## src/rtl/output_port_arbiter.sv

```systemverilog
// output_port_arbiter: round-robin wormhole arbiter draining per-input FIFOs onto one output link
// under credit-based flow control, holding the grant for a whole packet.
module output_port_arbiter #(
  parameter  int NUM_BUFFERS = 4,
  parameter  int CREDITS     = 8,
  parameter  int LEN_LSB     = 0,
  parameter  int LEN_W       = 4,
  parameter  int FLIT_W      = 16,
  localparam int CW          = $clog2(CREDITS + 1),
  localparam int GW          = $clog2(NUM_BUFFERS)
) (
  input  logic                                CLK,
  input  logic                                nRST,
  input  logic [NUM_BUFFERS-1:0]              empty,
  input  logic [NUM_BUFFERS-1:0][FLIT_W-1:0]  rdata,
  input  logic [NUM_BUFFERS-1:0]              route_match,
  output logic [NUM_BUFFERS-1:0]              REN,
  output logic                                out_valid,
  output logic [FLIT_W-1:0]                   out_flit,
  input  logic                                credit_return,
  output logic [CW-1:0]                       credits,
  output logic                                busy,
  output logic [GW-1:0]                       grant_id,
  output logic                                credit_err
);
  localparam logic [0:0] IDLE = 1'b0;
  localparam logic [0:0] SEND = 1'b1;
  localparam logic [LEN_W:0] REM_ONE = 1;
  logic [0:0]             state_q, state_d;
  logic [GW-1:0]          grant_q, grant_d, rr_sel;
  logic [LEN_W:0]         rem_q, rem_d;
  logic [CW-1:0]          cred_q, cred_d;
  logic                   out_valid_q;
  logic [FLIT_W-1:0]      out_flit_q;
  logic                   err_q;
  logic [NUM_BUFFERS-1:0] req;
  logic                   rr_found, fire, sat;
  assign req = ~empty & route_match;
  // Scan downward so the last hit is the nearest requester after the pointer.
  always_comb begin
    rr_found = 1'b0;
    rr_sel = grant_q;
    for (int k = NUM_BUFFERS; k >= 1; k--) begin
      if (req[(int'(grant_q) + k) % NUM_BUFFERS]) begin
        rr_found = 1'b1;
        rr_sel = GW'((int'(grant_q) + k) % NUM_BUFFERS);
      end
    end
  end
  assign fire = (state_q == SEND) && !empty[grant_q] && (cred_q != '0);
  assign sat  = credit_return && !fire && (cred_q == CW'(CREDITS));
  always_comb begin
    REN = '0;
    REN[grant_q] = fire;
  end
  always_comb begin
    state_d = state_q;
    grant_d = grant_q;
    rem_d = rem_q;
    if (state_q == IDLE && rr_found) begin
      state_d = SEND;
      grant_d = rr_sel;
      rem_d = {1'b0, rdata[rr_sel][LEN_LSB +: LEN_W]} + REM_ONE;
    end else if (fire) begin
      rem_d = rem_q - REM_ONE;
      state_d = (rem_q == REM_ONE) ? IDLE : SEND;
    end
  end
  assign cred_d = sat ? cred_q : cred_q - CW'(fire) + CW'(credit_return);
  always_ff @(posedge CLK or negedge nRST) begin
    if (!nRST) begin
      state_q <= IDLE;
      grant_q <= GW'(NUM_BUFFERS - 1);
      rem_q <= '0;
      cred_q <= CW'(CREDITS);
      out_valid_q <= 1'b0;
      out_flit_q <= '0;
      err_q <= 1'b0;
    end else begin
      state_q <= state_d;
      grant_q <= grant_d;
      rem_q <= rem_d;
      cred_q <= cred_d;
      out_valid_q <= fire;
      if (fire) out_flit_q <= rdata[grant_q];
      err_q <= err_q | sat;
    end
  end
  assign out_valid  = out_valid_q;
  assign out_flit   = out_flit_q;
  assign credits    = cred_q;
  assign busy       = (state_q == SEND);
  assign grant_id   = grant_q;
  assign credit_err = err_q;
endmodule

```

## config.mk

```make
export PLATFORM = sky130hd
export DESIGN_NAME = output_port_arbiter
export DESIGN_NICKNAME = d
export VERILOG_FILES = /design/src/rtl/output_port_arbiter.sv
export SDC_FILE = /design/constraint.sdc
export NUM_CORES = 1
export LEC_CHECK = 0
export ABC_CLOCK_PERIOD_IN_PS = 6400
export BUFFER_PORTS_ARGS = -buffer_cell sky130_fd_sc_hd__buf_4
export CAP_MARGIN = 20
export CORE_MARGIN = 2
export CORE_UTILIZATION = 52
export CTS_CLUSTER_SIZE = 10
export DETAILED_ROUTE_END_ITERATION = 7
export PLACE_DENSITY = 0.93
export SKIP_CTS_REPAIR_TIMING = 1
export SLEW_MARGIN = 40
export SYNTH_ARGS = -nofsm -noshare
export SYNTH_HDL_FRONTEND = slang
export SYNTH_SLANG_ARGS = --single-unit
```

## constraint.sdc

```tcl
create_clock -name CLK -period 6.4 [get_ports CLK]
set_input_delay 1.28 -clock CLK [delete_from_list [all_inputs] [get_ports CLK]]
set_output_delay 1.28 -clock CLK [all_outputs]
set_load 0.005 [all_outputs]
```

==> impl.org <==
** Synthesis
- Largest family of logic cells by synthesized area :: multiplexers
- Counting flops with a built-in enable in the synthesized netlist gives 0.
- After synthesis, the share of cell area in mux cells is 31.7%.
- The synthesized netlist occupies a cell area of 2370 µm².
- Number of nets in the synthesized netlist :: 294
- Complex-gate fraction of the synthesized area :: 8.75%
- Counting distinct cell types in the post-synthesis netlist gives 47.
- Number of synthesized register bits :: 30
- For this run, the leading register cell type out of synthesis is sky130_fd_sc_hd__dfrtp_1.
- The Yosys step of the flow raised 0 warnings.
- For this run, asynchronously set or reset flops after synthesis account for 100%.
- A synthesized cell averages 11.6 µm².
- Summing the areas of all xor and xnor instances in the mapped netlist gives 2.95% of the synthesized area.
- Simple-gate area share of the yosys netlist :: 12.9%
- Post-synthesis sequential area ratio :: 31.8%
- Number of cells produced by synthesis :: 205
- Adder and majority cell fraction of the synthesized area :: 7.69%

** Setup path
- Of all nets on the critical path, the largest fanout is 27.
- Crit end category :: output port
- The critical path in this run is classified as in2out.
- The most numerous cell type found on the critical path is sky130_fd_sc_hd__buf_4.
- Cell type of the slowest stage on the worst timing path :: sky130_fd_sc_hd__mux4_2
- Kind of start point of the critical path :: primary input
- Chain of cells forming the critical path :: buf_4, mux4_2, a211oi_4, buf_4, and2_1, buf_4
- Broken down by cell family, the worst path's largest delay share belongs to buffers and inverters.
- Data arrives at the worst endpoint at 2.80 ns.
- Peak per-stage delay on the critical path :: 0.50 ns
- Worst r2r path cells :: 12
- Required @ worst endpoint :: 5.12 ns
- Instance count on the critical path :: 6
- The number of buffers and inverters on the critical path is 3.

** Global route
- Number of antenna violations at the first check in global routing :: 0
- Global routing consumed, on the met2 layer, 43.3% of the routing resources.
- After global routing, the most crowded layer is met2.
- In the global route stage, overall resource usage came out at 25.0%.
- Entering global routing, the biggest net connects 31 pins.
- Via count of the first global-routing pass :: 2,208
- For this run, global-route usage on met3 was measured as 6.47%.
- For this run, global-route usage on met1 was measured as 30.4%.
- Global route overflow :: 0
- Wire length of the first global-routing pass :: 9.96 mm

** Drt
- The first TritonRoute pass finished after 4 iterations.
- Remaining antenna violation count :: 0
- Total Wirelength :: 6.11 mm
- Avg WL per Cell :: 17.0 µm
- In the routed layout, each cell is associated on average with a via count of 5.77.
- Violation count after the first detailed-routing iteration :: 192
- For this run, design rule violations remaining after detail routing come to 0.
- The detailed router placed 2,073 vias in this run.

** Timing
- For the pin with the worst max-slew slack, the measured transition is 0.782 ns.
- Minimum clock period after layout :: 4.08 ns
- Worst Clk Skew :: 0.00451 ns
- Static timing analysis puts the maximum clock frequency at 245 MHz.
- Setup repair after global routing left no endpoint under its margin.
- Final setup violation count :: 0
- Portion of the clock cycle consumed by the worst path in the final layout :: 63.7%
- In this run the tightest slew margin relative to its limit is 47.5%.
- Number of pins with negative max-slew slack in the final report :: 0
- Setup total negative slack :: 0 ns
- Number of endpoints with negative hold slack in the final report :: 0

** CTS
- Longest Clk Path Bufs :: 2
- CTS tree :: yes
- Clock tree synthesis inserted a total of 5 buffers.
- Clock-pin slew reported for the worst setup and hold paths after clock tree synthesis :: 0.06 ns
- CTS placed an instance of sky130_fd_sc_hd__clkbuf_8 at the clock tree root.
- Counting every sink on the clock net gives 30.
- The H-tree generated during clock tree synthesis spans 2 levels.
- Clock latency on the worst-skew pair :: 0.29 ns

** Cells and area
- From synthesis to final layout, the design area changed by 37.6%.
- Of the cells placed in the final design, the portion with a size suffix greater than 1 is 52.4%.
- Number of antenna cells inserted :: 0
- Combined flip-flop and latch cell area :: 758 µm²
- Fillcell total :: 314
- Final Cell Area :: 3270 µm²
- Non-filler cells, final :: 359
- The multi-input combinational cells in the finished layout cover a total of 1520 µm².
- Number of nets in the layout :: 395

** Placement
- Placed cell count :: 351
- Buffers added on ports :: 103
- Post-Place Cell Area :: 3170 µm²
- Half-perimeter wire length of the detailed placement result :: 4.89 mm
- GPL Wtd Cong :: 0.841

** Run
- Total of max-cap violations :: 0

** Status
- Run status :: finished clean

** Pwr
- Combinational logic is responsible for 60.5% of the overall power.
- Worst IR Drop VDD :: 0.217 mV
- Registers are responsible for 28.9% of the overall power.
- Per report_power, the clock group accounts for 10.5% of the total.
- In this run the power spent charging and discharging nets is 0.575 mW.
- The design draws 1.50 mW.
- For this design the static power due to leakage is 1.52 nW.
- Of the total power, the share spent switching nets is 38.2%.
- For this design the ratio of total power to cell area is 460 nW/µm².
- Total internal power :: 0.928 mW

** Floorplanning
- Number of placement rows :: 24
- Area of the core region :: 4380 µm²
- Once the floorplan was initialized, standard cells occupied 54.2% of the core.
- The die covers 5120 µm².
- 104 I/O pins were placed.
- Die extent in x :: 71.6 µm
- The die is 71.6 µm tall.

** Min path
- Min-delay worst type :: reg2reg
- Cell count of the worst hold path :: 1
-- layout make-up --
class | count | area share [%]
multi-input combinational | 152 | 46.6
timing repair buffer | 104 | 23.9
sequential | 30 | 23.2
clock buffer | 7 | 2.64
tap | 52 | 1.99
inverter | 13 | 1.49
clock inverter | 1 | 0.153
-- per-stage QoR --
stage	setup slack (ns)	util [%]	hold slack [ns]
4_1_cts	2.29	74.4	0.469
5_1_grt	2.18	74.5	0.512
6_report	2.32	74.5	0.467
3_5_place_dp	2.30	72.3	0.453
2_1_floorplan	2.60	-	0.459
3_3_place_gp	2.33	72.3	0.451
-- power groups by stage --
stage	clock network (mW)	logic, mW	registers (mW)
4_1_cts	0.161	0.922	0.434
3_3_place_gp	0	0.874	0.428
2_1_floorplan	0	0.674	0.374
3_5_place_dp	0	0.918	0.437
5_1_grt	0.171	1.00	0.456
6_report	0.158	0.910	0.435
-- layer usage --
layer  share of wire [%]  up-vias
met5                   0        -
li1                    -      959
met3                 8.1       13
met2                  53      104
met1                  37      997
met4                 1.6        0
-- state kept, by name, indices dropped and copies added, names as in the netlist --
signal      count
busy            1
credit_err      1
credits         4
grant_id        2
out_flit       16
out_valid       1
rem_q           5
-- Yosys cell counts, types with 2 or more instances --
cell | instances | share of area (%)
sky130_fd_sc_hd__nand2_1 | 14 | 2.2
sky130_fd_sc_hd__nand2b_1 | 3 | 0.79
sky130_fd_sc_hd__nor2b_1 | 5 | 1.3
sky130_fd_sc_hd__a21oi_1 | 3 | 0.63
sky130_fd_sc_hd__nand2b_4 | 2 | 1.2
sky130_fd_sc_hd__nor2_1 | 6 | 0.95
sky130_fd_sc_hd__a311oi_1 | 2 | 0.74
sky130_fd_sc_hd__nor3_1 | 2 | 0.42
sky130_fd_sc_hd__xnor2_1 | 5 | 1.8
sky130_fd_sc_hd__nand3_1 | 6 | 1.3
sky130_fd_sc_hd__o22ai_1 | 2 | 0.53
sky130_fd_sc_hd__o21ai_0 | 6 | 1.3
sky130_fd_sc_hd__dfrtp_1 | 27 | 28
sky130_fd_sc_hd__mux2i_1 | 11 | 4.6
sky130_fd_sc_hd__clkbuf_1 | 2 | 0.32
sky130_fd_sc_hd__dfstp_2 | 3 | 3.3
sky130_fd_sc_hd__xor2_1 | 3 | 1.1
sky130_fd_sc_hd__and2_1 | 7 | 1.8
sky130_fd_sc_hd__ha_1 | 13 | 6.8
sky130_fd_sc_hd__nand4_1 | 2 | 0.53
sky130_fd_sc_hd__a21o_1 | 2 | 0.63
sky130_fd_sc_hd__mux2_2 | 20 | 9.5
sky130_fd_sc_hd__mux4_2 | 18 | 17
sky130_fd_sc_hd__buf_2 | 6 | 1.3
sky130_fd_sc_hd__inv_1 | 13 | 2.1
-- final timing paths --
kind,start,end,slack (ns)
min in group asynchronous,nRST,out_flit[7],0.92
hold / removal,credit_err,credit_err,0.47
max in group asynchronous,nRST,grant_id[1],5.17
hold reg to reg,credit_err,credit_err,0.47
setup reg to reg,grant_id[1],rem_q[2],2.52
setup / recovery,empty[3],REN[0],2.32
-- placed cells by master, fill, tap and decap left out, types with 3 or more instances in the layout --
| master | n |
|---|---|
| sky130_fd_sc_hd__nand2b_1 | 3 |
| sky130_fd_sc_hd__ha_1 | 13 |
| sky130_fd_sc_hd__buf_4 | 104 |
| sky130_fd_sc_hd__nor2b_1 | 5 |
| sky130_fd_sc_hd__nand3_1 | 6 |
| sky130_fd_sc_hd__nand2_1 | 14 |
| sky130_fd_sc_hd__mux2i_1 | 10 |
| sky130_fd_sc_hd__xnor2_1 | 5 |
| sky130_fd_sc_hd__mux2_2 | 20 |
| sky130_fd_sc_hd__clkbuf_8 | 6 |
| sky130_fd_sc_hd__o21ai_0 | 6 |
| sky130_fd_sc_hd__xor2_1 | 3 |
| sky130_fd_sc_hd__inv_1 | 13 |
| sky130_fd_sc_hd__nor2_1 | 6 |
| sky130_fd_sc_hd__mux4_2 | 18 |
| sky130_fd_sc_hd__a21oi_1 | 3 |
| sky130_fd_sc_hd__and2_1 | 7 |
| sky130_fd_sc_hd__dfrtp_1 | 27 |
-- logic make-up (layout without fill, tap and decap cells) --
group	after synthesis	in the layout
AOI/OAI and AO/OA	27	27
xor gates and xnor gates	8	8
adders and majority gates	14	14
buffers and inverters	23	125
DFF	30	30
muxes	50	50
and+or+nand+nor	53	53
No activity file was read; power rests on OpenSTA's default activity.
